**src/rtl/ps2_host_tx.sv**
```systemverilog
// rtl/ps2_host_tx.sv - PS/2 host-to-device command byte transmitter (open-drain enables only)
module ps2_host_tx #(
    parameter int INHIBIT_CYCLES = 6000,
    parameter int TIMEOUT_CYCLES = 750000
) (
    input  logic       clock,
    input  logic       reset,
    input  logic       send,
    input  logic [7:0] tx_byte,
    output logic       busy,
    output logic       done,
    output logic       error,
    input  logic       ps2_clk_in,
    input  logic       ps2_dat_in,
    output logic       ps2_clk_oe,
    output logic       ps2_dat_oe
);

    localparam int MAX_CYC = (INHIBIT_CYCLES > TIMEOUT_CYCLES) ? INHIBIT_CYCLES : TIMEOUT_CYCLES;
    localparam int CW      = $clog2(MAX_CYC + 1);
    localparam logic [CW-1:0] INH_LAST = CW'(INHIBIT_CYCLES - 1);
    localparam logic [CW-1:0] WD_LAST  = CW'(TIMEOUT_CYCLES - 1);

    localparam logic [2:0] S_IDLE    = 3'd0;
    localparam logic [2:0] S_INHIBIT = 3'd1;
    localparam logic [2:0] S_REQ     = 3'd2;
    localparam logic [2:0] S_SHIFT   = 3'd3;
    localparam logic [2:0] S_ACK     = 3'd4;
    localparam logic [2:0] S_RELEASE = 3'd5;

    logic [2:0]    state_q, state_d;
    logic [CW-1:0] cnt_q, cnt_d;
    logic [3:0]    idx_q, idx_d;
    logic [7:0]    byte_q, byte_d;
    logic          parity_q, parity_d;
    logic          busy_q, busy_d;
    logic          done_q, done_d;
    logic          error_q, error_d;
    logic          clk_oe_q, clk_oe_d;
    logic          dat_oe_q, dat_oe_d;
    logic          clk_s1_q, clk_s2_q, clk_prev_q;
    logic          dat_s1_q, dat_s2_q;
    logic          fall;

    assign fall = clk_prev_q & ~clk_s2_q;

    always_comb begin
        state_d  = state_q;
        cnt_d    = cnt_q;
        idx_d    = idx_q;
        byte_d   = byte_q;
        parity_d = parity_q;
        busy_d   = busy_q;
        done_d   = 1'b0;
        error_d  = 1'b0;
        clk_oe_d = clk_oe_q;
        dat_oe_d = dat_oe_q;
        case (state_q)
            S_IDLE: begin
                clk_oe_d = 1'b0;
                dat_oe_d = 1'b0;
                busy_d   = 1'b0;
                cnt_d    = '0;
                // The cycle carrying a done/error pulse is already IDLE but must not accept.
                if (send && !done_q && !error_q) begin
                    byte_d   = tx_byte;
                    parity_d = ~^tx_byte;
                    busy_d   = 1'b1;
                    clk_oe_d = 1'b1;
                    state_d  = S_INHIBIT;
                end
            end
            S_INHIBIT: begin
                if (cnt_q == INH_LAST) begin
                    cnt_d    = '0;
                    dat_oe_d = 1'b1;
                    state_d  = S_REQ;
                end else begin
                    cnt_d = cnt_q + 1'b1;
                end
            end
            S_REQ: begin
                clk_oe_d = 1'b0;
                cnt_d    = '0;
                idx_d    = '0;
                state_d  = S_SHIFT;
            end
            S_SHIFT, S_ACK, S_RELEASE: begin
                cnt_d = fall ? '0 : cnt_q + 1'b1;
                if (!fall && cnt_q == WD_LAST) begin
                    clk_oe_d = 1'b0;
                    dat_oe_d = 1'b0;
                    busy_d   = 1'b0;
                    error_d  = 1'b1;
                    cnt_d    = '0;
                    state_d  = S_IDLE;
                end else if (state_q == S_SHIFT) begin
                    if (fall) begin
                        if (idx_q < 4'd8) begin
                            dat_oe_d = ~byte_q[idx_q[2:0]];
                        end else if (idx_q == 4'd8) begin
                            dat_oe_d = ~parity_q;
                        end else begin
                            dat_oe_d = 1'b0;
                            state_d  = S_ACK;
                        end
                        idx_d = idx_q + 4'd1;
                    end
                end else if (state_q == S_ACK) begin
                    if (fall) begin
                        if (!dat_s2_q) begin
                            state_d = S_RELEASE;
                        end else begin
                            busy_d  = 1'b0;
                            error_d = 1'b1;
                            cnt_d   = '0;
                            state_d = S_IDLE;
                        end
                    end
                end else if (clk_s2_q && dat_s2_q) begin
                    done_d  = 1'b1;
                    busy_d  = 1'b0;
                    cnt_d   = '0;
                    state_d = S_IDLE;
                end
            end
            default: begin
                clk_oe_d = 1'b0;
                dat_oe_d = 1'b0;
                busy_d   = 1'b0;
                cnt_d    = '0;
                state_d  = S_IDLE;
            end
        endcase
    end

    always_ff @(posedge clock or posedge reset) begin
        if (reset) begin
            state_q    <= S_IDLE;
            cnt_q      <= '0;
            idx_q      <= '0;
            byte_q     <= '0;
            parity_q   <= 1'b0;
            busy_q     <= 1'b0;
            done_q     <= 1'b0;
            error_q    <= 1'b0;
            clk_oe_q   <= 1'b0;
            dat_oe_q   <= 1'b0;
            // Idle bus level, so leaving reset never fakes a falling edge.
            clk_s1_q   <= 1'b1;
            clk_s2_q   <= 1'b1;
            clk_prev_q <= 1'b1;
            dat_s1_q   <= 1'b1;
            dat_s2_q   <= 1'b1;
        end else begin
            state_q    <= state_d;
            cnt_q      <= cnt_d;
            idx_q      <= idx_d;
            byte_q     <= byte_d;
            parity_q   <= parity_d;
            busy_q     <= busy_d;
            done_q     <= done_d;
            error_q    <= error_d;
            clk_oe_q   <= clk_oe_d;
            dat_oe_q   <= dat_oe_d;
            clk_s1_q   <= ps2_clk_in;
            clk_s2_q   <= clk_s1_q;
            clk_prev_q <= clk_s2_q;
            dat_s1_q   <= ps2_dat_in;
            dat_s2_q   <= dat_s1_q;
        end
    end

    assign busy       = busy_q;
    assign done       = done_q;
    assign error      = error_q;
    assign ps2_clk_oe = clk_oe_q;
    assign ps2_dat_oe = dat_oe_q;

endmodule

```
**config.mk**
```make
export PLATFORM = sky130hd
export DESIGN_NAME = ps2_host_tx
export DESIGN_NICKNAME = d
export VERILOG_FILES = /design/src/rtl/ps2_host_tx.sv
export SDC_FILE = /design/constraint.sdc
export NUM_CORES = 1
export LEC_CHECK = 0
export CAP_MARGIN = 20
export CORE_AREA = 5 5 76 78
export DETAILED_ROUTE_END_ITERATION = 8
export DIE_AREA = 0 0 81 83
export PLACE_DENSITY = 0.78
export RECOVER_POWER = 50
export SLEW_MARGIN = 25
export SYNTH_ARGS = -nofsm -noshare
export SYNTH_HDL_FRONTEND = slang
export SYNTH_SLANG_ARGS = --single-unit
export TNS_END_PERCENT = 100
```
**constraint.sdc**
```tcl
create_clock -name clock -period 5.7 [get_ports clock]
set_input_delay 1.14 -clock clock [delete_from_list [all_inputs] [get_ports clock]]
set_output_delay 1.14 -clock clock [all_outputs]
set_load 0.1 [all_outputs]
```
==> results.json, run 1 <==
{
  "antenna_cells": 0,
  "pwr-share-comb_pct": 28.3,
  "vias": 1846,
  "required_ns": 5.62,
  "start_kind": "primary input",
  "status": "complete, but fails checks",
  "met2_wirelength_um": 2168,
  "setup_tns_ns": 0,
  "period_share_pct": 61.59,
  "internal_power_uw": 572.3,
  "layout-drive-gt1-share_pct": 11.28,
  "finalNetCount": 281,
  "routed.top_layer": "met4",
  "ios": 18,
  "p_per_area_nw_per_um2": 322.0,
  "wl_per_cell_um": 13.55,
  "root_buffer": "clkbuf_8",
  "maxCapViolCount": 1,
  "grt_max_degree": 47,
  "clk_pin_slew_ns": 0.09,
  "antenna_found_initial": 0,
  "postSynthAreaPerCell_um2": 9.824,
  "dp_hpwl_um": 3257,
  "synth.cell_area_um2": 2446,
  "h-tree-depth": 2,
  "cts_setup_buffers": 0,
  "die_h_um": 83,
  "synth_cell_types": 48,
  "worstSkewPairLatency_ns": 0.30,
  "cp_data_arrival_time_ns": 3.43,
  "wl_met3_um": 207,
  "synth_common_cells": "41 x dfrtp_1, 30 x nor2_1, 20 x nand2_1, 16 x o21ai_0, 13 x xnor2_1",
  "switching_share_pct": 35.63,
  "final_core_util_pct": 55.12,
  "synth-edff-count": 0,
  "period_minus_slack_ns": 3.511,
  "hold_class": "flip-flop to flip-flop",
  "maxSlewHeadroom_pct": -59.11,
  "vias_per_cell": 5.494,
  "grt_use_total_pct": 14.65,
  "port_buffers": 17,
  "gp_congestion": 0.8610,
  "critPathMaxFanout": 46,
  "setup_viol": 0,
  "cts_made_buffers": 5,
  "criticalPathCategory": "primary input to async pin",
  "cts-resized-gates": 0,
  "p_clk_share_pct": 22.8,
  "rows": 26,
  "rsz0062_at_grt": "false",
  "ys_seq_area_share_pct": 47.31,
  "layout.cells.non_filler": 336,
  "synth_area_leaders": "dfrtp_1 42%, dfstp_2 5.4%, xnor2_1 4.7%",
  "wl_um": 4554,
  "synthToLayoutAreaGrowth_pct": 12.89,
  "syn_inst": 249,
  "wl_met1_um": 2102,
  "dp.cells": 328,
  "grt_pass1_vias": 1802,
  "cts.path.max_buffers": 2,
  "end_kind": "async pin",
  "core_um2": 5010,
  "p_sw_uw": 316.8,
  "tritoncts": "built",
  "drc": 0,
  "cts.sinks": 46,
  "worst_path_largest_cell_delay_ns": 1.69,
  "holdBufCountCts": 0,
  "pwr-share-seq_pct": 48.9,
  "grt_overflow": 0,
  "die-area_um2": 6723,
  "drtIter0Drc": 151,
  "ant_nets": 0,
  "firstDrtPassIters": 4,
  "cpLargestDelayFamily": "buffers and inverters",
  "synth_nets": 265,
  "hold_violations": 0,
  "synth_flop_cell": "dfrtp_1",
  "path_buf_inv": 3,
  "die_w_um": 81,
  "max_freq_mhz": 284.8,
  "ir_worst_vdd_mv": 0.1718,
  "p_leak_uw": 0.001143,
  "crit_chain": "dlygate4sd3_1, clkinv_1, clkbuf_1",
  "yosys.area.top_type": "dfrtp_1",
  "synth-seq-cells": 46,
  "synth.most_common_cell": "dfrtp_1",
  "synth_top_cell_area_share_pct": 41.94,
  "synth-async-reset-ratio_pct": 100.0,
  "critical_path.slowest_cell": "clkbuf_1",
  "tightest_slew_ns": 2.387,
  "finalClockSkew_ns": 0.009512,
  "initial_core_util_pct": 48.83,
  "yosysWarningCount": 0,
  "violations": "max-capacitance violations, max-slew violations",
  "total_power_uw": 889.1,
  "grt_first_pass_wirelength_um": 8010,
  "slew_viol_final": 47,
  "hold_ws_ns": 0.3611
}
-- path summary, 6_finish.rpt --
check / from / cells past startpoint / to / slack (ns)
worst max-delay path: reset / 3 / cnt_q[8] / 2.19
worst min-delay path: dat_s1_q / 0 / dat_s2_q / 0.36
worst max register to register: cnt_q[11] / 6 / ps2_dat_oe / 3.30
worst min register to register: dat_s1_q / 0 / dat_s2_q / 0.36
max in group clock: ps2_dat_oe / 1 / ps2_dat_oe / 2.76
min in group asynchronous: reset / 3 / cnt_q[1] / 2.15
-- placed cells by master (no fill, tap or decap), types with 6 or more instances in the layout --
| cell type | count |
|---|---|
| and3_1 | 7 |
| nand3_1 | 9 |
| nand2_1 | 20 |
| xnor2_1 | 13 |
| dfrtp_1 | 41 |
| mux2_2 | 8 |
| xor2_1 | 12 |
| inv_1 | 7 |
| o21ai_0 | 16 |
| nor3_1 | 6 |
| nor2_1 | 30 |
| clkdlybuf4s50_1 | 14 |
-- worst register-to-register path, cell delays in order (launching register included) --
cell,delay (ns)
dfrtp_1,0.43
or4b_1,0.56
or3_1,0.35
nor2_2,0.31
nor2_1,0.11
a211oi_1,0.34
mux2i_1,0.22
-- cells by family (layout without fill, tap and decap cells) --
family          Yosys count  after routing  synth area share [%]
compound gates           41             41                 11.10
simple gates            105            105                 22.00
mux                      11             11                 5.934
xor+xnor                 25             25                 8.951
flops                    46             46                 47.31
fa+ha+maj                 3              3                 1.535
buf+inv                  18             35                 3.172
-- metal layers --
metal / vias up / GRT usage (%)
li1: 904 / -
met3: 6 / 3.463
met2: 52 / 22.40
met5: - / 0
met4: 0 / 6.144
met1: 884 / 19.68
-- registers in the layout, indices dropped and copies added, names as in the netlist, 3 cells and up --
register / count
cnt_q: 20
state_q: 3
byte_q: 8
idx_q: 4
-- final cells by class --
class                      instances  area [um^2]
sequential                        46         1157
multi-input combinational        185         1211
fill                             476         2248
clock inverter                     3        25.02
clock buffer                       5        68.82
tap                               70        87.58
inverter                           8        30.03
timing repair buffer              19        181.4
-- stage by stage --
| step | cell area [um^2] | setup WS (ns) |
|---|---|---|
| 2_1_floorplan | 2446 | 3.481 |
| 3_3_place_gp | 2671 | 3.027 |
| 3_5_place_dp | 2671 | 3.006 |
| 4_1_cts | 2765 | 2.741 |
| 5_1_grt | 2761 | 1.580 |
| 6_report | 2761 | 2.189 |
-- power by group through the flow --
| stage | registers (uW) | clock network (uW) | logic [uW] |
|---|---|---|---|
| global placement | 436 | 0 | 250 |
| floorplan | 466 | 0 | 163 |
| finish | 434 | 203 | 252 |
| detailed placement | 441 | 0 | 256 |
| global route | 444 | 223 | 277 |
| CTS | 435 | 209 | 256 |
(Power assumes the default switching activity.)
==> inputs of run 2 (changes only) <==
- clock period: 5.7 -> 3.4 ns (I/O delays scaled with it)
==> results.json, run 2 (synthesized netlist as in run 1, its figures left out) <==
{
  "critPathMaxFanout": 26,
  "synthToLayoutAreaGrowth_pct": 12.89,
  "drc": 0,
  "grt_first_pass_wirelength_um": 7921,
  "h-tree-depth": 2,
  "crit_chain": "dlygate4sd3_1, clkinv_1, clkbuf_1",
  "final_cell_mix": "41 x dfrtp_1, 30 x nor2_1, 20 x nand2_1, 16 x o21ai_0, 13 x xnor2_1",
  "setup_viol": 0,
  "die-area_um2": 6723,
  "mostFrequentLayoutCell": "dfrtp_1",
  "met2_wirelength_um": 2116,
  "cts-resized-gates": 0,
  "ir_worst_vdd_mv": 0.2670,
  "hold_violations": 0,
  "initial_core_util_pct": 48.83,
  "largest_register": "cnt_q",
  "period_minus_slack_ns": 2.483,
  "wl_um": 4723,
  "r2r_start": "cnt_q[11]",
  "wl_per_cell_um": 14.06,
  "hold_class": "flip-flop to flip-flop",
  "pwr-share-seq_pct": 48.2,
  "antenna_cells": 0,
  "antenna_found_initial": 0,
  "cts_made_buffers": 5,
  "hold_depth": 0,
  "start_kind": "primary input",
  "layout-drive-gt1-share_pct": 12.41,
  "core_um2": 5010,
  "slew_viol_final": 0,
  "dp_slack_ns": 1.066,
  "required_ns": 3.59,
  "die_w_um": 81,
  "cts.sinks": 46,
  "p_leak_uw": 0.001149,
  "crit_end": "state_q[1]",
  "p_per_area_nw_per_um2": 546.1,
  "grt_pass1_vias": 1727,
  "grt_max_degree": 27,
  "pwr-share-comb_pct": 27.9,
  "holdBufCountCts": 0,
  "setup_tns_ns": 0,
  "switching_share_pct": 35.41,
  "crit_start": "reset",
  "total_power_uw": 1508,
  "cts.path.max_buffers": 2,
  "die_h_um": 83,
  "ant_nets": 0,
  "finalClockSkew_ns": 0.01069,
  "drtIter0Drc": 172,
  "p_sw_uw": 533.9,
  "tritoncts": "built",
  "clk_pin_slew_ns": 0.09,
  "layout.cells.non_filler": 336,
  "ios": 18,
  "wl_met1_um": 2367,
  "routed.top_layer": "met4",
  "critical_path.slowest_cell": "clkbuf_1",
  "criticalPathCategory": "primary input to async pin",
  "r2r_cells": 6,
  "num-fill-cells": 469,
  "internal_power_uw": 974.0,
  "setup_ws_ns": 0.9168,
  "dp_hpwl_um": 3319,
  "largest_register_ffs": 20,
  "finalNetCount": 281,
  "hold_ws_ns": 0.3600,
  "grt_overflow": 0,
  "firstDrtPassIters": 4,
  "cts_setup_buffers": 0,
  "reg_top3": "cnt_q (20), byte_q (8), idx_q (4)",
  "vias_per_cell": 5.435,
  "gp_congestion": 0.8760,
  "max_freq_mhz": 402.7,
  "vias": 1826,
  "worstSkewPairLatency_ns": 0.30,
  "dp.cells": 328,
  "maxSlewHeadroom_pct": 8.885,
  "end_kind": "async pin",
  "cp_data_arrival_time_ns": 2.67,
  "tightest_slew_ns": 1.367,
  "r2r_setup_slack_ns": 1.06,
  "root_buffer": "clkbuf_8",
  "p_clk_share_pct": 23.9,
  "worst_path_largest_cell_delay_ns": 1.06,
  "period_share_pct": 73.03,
  "r2r-end": "ps2_dat_oe",
  "status": "completed",
  "rsz0062_at_grt": "false",
  "grt_use_total_pct": 14.86,
  "rows": 26,
  "port_buffers": 17,
  "wl_met3_um": 151,
  "maxCapViolCount": 0
}
run 2: cell types whose count changed in the layout (fill, tap and decap cells not counted):
| cell | before | now |
|---|---|---|
| dfstp_1 | 2 | 1 |
| clkdlybuf4s50_1 | 14 | 12 |
| buf_4 | 1 | 3 |
| clkbuf_8 | 5 | 6 |
| dfstp_2 | 3 | 4 |
| clkinv_4 | 1 | 0 |
run 2: area by class of cell:
type / count / area, um^2 / share of cell area (%)
Timing Repair Buffer: 19 / 176.4 / 6.389
Multi-Input combinational cell: 185 / 1211 / 43.86
Clock buffer: 6 / 82.58 / 2.990
Sequential cell: 46 / 1157 / 41.91
Clock inverter: 2 / 16.27 / 0.5890
Inverter: 8 / 30.03 / 1.087
Tap cell: 70 / 87.58 / 3.172
run 2: critical path, delay by kind of cell:
family | cells | cell delay [ns]
buffers and inverters | 3 | 1.98
run 2: worst min path at each step:
| stage | from | to | slack [ns] |
|---|---|---|---|
| 3_3_place_gp | clk_s1_q | clk_s2_q | 0.35 |
| 5_1_grt | dat_s1_q | dat_s2_q | 0.36 |
| 4_1_cts | dat_s1_q | dat_s2_q | 0.36 |
| 3_5_place_dp | dat_s1_q | dat_s2_q | 0.35 |
| 2_1_floorplan | clk_s1_q | clk_s2_q | 0.35 |
| 6_report | dat_s1_q | dat_s2_q | 0.36 |
run 2: routing by layer:
layer / track usage [%] / vias up
li1: - / 903
met1: 21.18 / 885
met2: 21.66 / 32
met3: 2.922 / 6
met4: 6.605 / 0
met5: 0 / -
run 2: metrics by stage:
stage / instance area [um^2] / util [%]
final: 2761 / 55.12
after global routing: 2761 / 55.12
after CTS: 2765 / 55.19
after detailed placement: 2666 / 53.22
after global placement: 2666 / 53.22
after floorplan: 2446 / -
run 2: power by group through the flow:
stage                     registers (uW)  clock network [uW]  logic [uW]
after floorplan                      781                   0         274
after global placement               733                   0         415
after detailed placement             735                   0         425
after CTS                            725                 369         426
after global routing                 739                 389         463
final                                726                 361         421
==> inputs of run 3 (changes only) <==
- PLACE_DENSITY: 0.78 -> 0.8
- clock period: 3.4 -> 2.2 ns (I/O delays scaled with it)
==> results.json, run 3 (synthesized netlist as in run 1, its figures left out) <==
{
  "status": "completed",
  "hold_class": "flip-flop to flip-flop",
  "period_share_pct": 99.98,
  "r2r_start": "cnt_q[4]",
  "tritoncts": "built",
  "layout-drive-gt1-share_pct": 21.40,
  "die_h_um": 83,
  "rows": 26,
  "critPathMaxFanout": 4,
  "r2r-end": "state_q[2]",
  "p_leak_uw": 0.001271,
  "cts_made_buffers": 5,
  "core_um2": 5010,
  "grt_use_total_pct": 16.26,
  "drtIter0Drc": 167,
  "h-tree-depth": 2,
  "wl_per_cell_um": 13.85,
  "largest_register_ffs": 20,
  "grt_overflow": 0,
  "finalClockSkew_ns": 0.005777,
  "pwr-share-comb_pct": 29.7,
  "cp_data_arrival_time_ns": 2.39,
  "end_kind": "flip-flop",
  "vias": 1930,
  "root_buffer": "clkbuf_8",
  "multi_input_comb_area_um2": 1250,
  "ff_latch_area_um2": 1157,
  "internal_power_uw": 1606,
  "clk_pin_slew_ns": 0.08,
  "ios": 18,
  "reg_top3": "cnt_q (20), byte_q (8), idx_q (4)",
  "crit_chain": "or4b_1, or3_4, or2_4, a41oi_4, nand2_2, o41ai_2",
  "cts.sinks": 46,
  "period_minus_slack_ns": 2.200,
  "ant_nets": 0,
  "drc": 0,
  "mostFrequentLayoutCell": "dfrtp_1",
  "maxSlewHeadroom_pct": 26.91,
  "rsz0062_at_grt": "true",
  "hold_violations": 0,
  "finalNetCount": 300,
  "p_clk_share_pct": 25.2,
  "num-fill-cells": 449,
  "criticalPathCategory": "flip-flop to flip-flop",
  "grt_max_degree": 47,
  "tightest_slew_ns": 1.096,
  "final_cell_mix": "41 x dfrtp_1, 29 x nor2_1, 25 x buf_4, 20 x nand2_1, 15 x o21ai_0",
  "critical_path.slowest_cell": "or4b_1",
  "slew_viol_final": 0,
  "grt_pass1_vias": 1872,
  "wl_um": 4916,
  "largest_register": "cnt_q",
  "crit_start": "cnt_q[4]",
  "crit_end": "state_q[2]",
  "worstSkewPairLatency_ns": 0.30,
  "total_power_uw": 2416,
  "ir_worst_vdd_mv": 0.4297,
  "design_area_um2": 2947,
  "synthToLayoutAreaGrowth_pct": 20.46,
  "maxCapViolCount": 0,
  "antenna_cells": 0,
  "setup_viol": 0,
  "switching_share_pct": 33.52,
  "dpl-instance-area_um2": 2786,
  "worst_path_largest_cell_delay_ns": 0.53,
  "r2r_cells": 6,
  "max_freq_mhz": 454.6,
  "port_buffers": 17,
  "gp_congestion": 0.9459,
  "die_w_um": 81,
  "grt_first_pass_wirelength_um": 8549,
  "required_ns": 2.39,
  "r2r_setup_slack_ns": 0.0005,
  "vias_per_cell": 5.437,
  "start_kind": "flip-flop",
  "pwr-share-seq_pct": 45.1,
  "p_per_area_nw_per_um2": 820.1,
  "die-area_um2": 6723,
  "p_sw_uw": 810.0,
  "antenna_found_initial": 0,
  "cts.path.max_buffers": 2,
  "dp_hpwl_um": 3523,
  "initial_core_util_pct": 48.83,
  "firstDrtPassIters": 4
}
-- run 3: layer usage --
layer	GRT usage [%]	share of wire (%)	vias to the layer above	wire length, um
li1	-	-	942	-
met1	22.14	46	933	2255
met2	24.35	48	47	2336
met3	3.139	4.3	8	212
met4	8.295	2.3	0	112
met5	0	0	-	0
-- run 3: power by group through the flow --
stage	registers [uW]	clock network [uW]	logic, uW
floorplan	1210	0	423
global placement	1100	0	699
detailed placement	1110	0	712
CTS	1090	628	719
global route	1110	663	788
finish	1090	609	718
-- run 3: through the flow --
| step | setup TNS (ns) | worst slack [ns] | util (%) | std cells | hold slack [ns] |
|---|---|---|---|---|---|
| 4_1_cts | 0 | 0.009633 | 57.99 | 353 | 0.3592 |
| 6_report | 0 | 0.0004659 | 58.82 | 355 | 0.3588 |
| 3_5_place_dp | -0.003825 | -0.003825 | 55.62 | 345 | 0.3468 |
| 3_3_place_gp | -0.006804 | -0.006804 | 55.62 | 345 | 0.3473 |
| 2_1_floorplan | 0 | 0.03333 | - | 249 | 0.3452 |
| 5_1_grt | -0.1549 | -0.09718 | 58.82 | 355 | 0.3646 |
-- run 3: worst min path at each step --
stage | endpoint | start | slack (ns) | cells past startpoint
3_5_place_dp | dat_s2_q | dat_s1_q | 0.35 | 0
3_3_place_gp | clk_s2_q | clk_s1_q | 0.35 | 0
4_1_cts | dat_s2_q | dat_s1_q | 0.36 | 0
2_1_floorplan | clk_s2_q | clk_s1_q | 0.35 | 0
5_1_grt | dat_s2_q | dat_s1_q | 0.36 | 0
6_report | dat_s2_q | dat_s1_q | 0.36 | 0
-- run 3: final cells by class --
cell class	count	share of cell area, %
inverter	8	1.019
clock buffer	5	2.335
timing repair buffer	38	10.62
sequential	46	39.28
tap	70	2.972
multi-input combinational	185	42.42
clock inverter	3	1.359
-- run 3: timing repair --
item,CTS,global route
endpoints found under the setup margin,2,24
hold buffers,0,0
gates resized for setup,2,6
pin swaps,0,4
endpoints found under the hold margin,0,0
buffers inserted,0,2
-- run 3: critical path, delay by kind of cell (launching register included) --
family,cells,cell delay (ns)
AND/OR/NAND/NOR,4,1.27
AO/OA/AOI/OAI,2,0.45
flip-flops,1,0.38
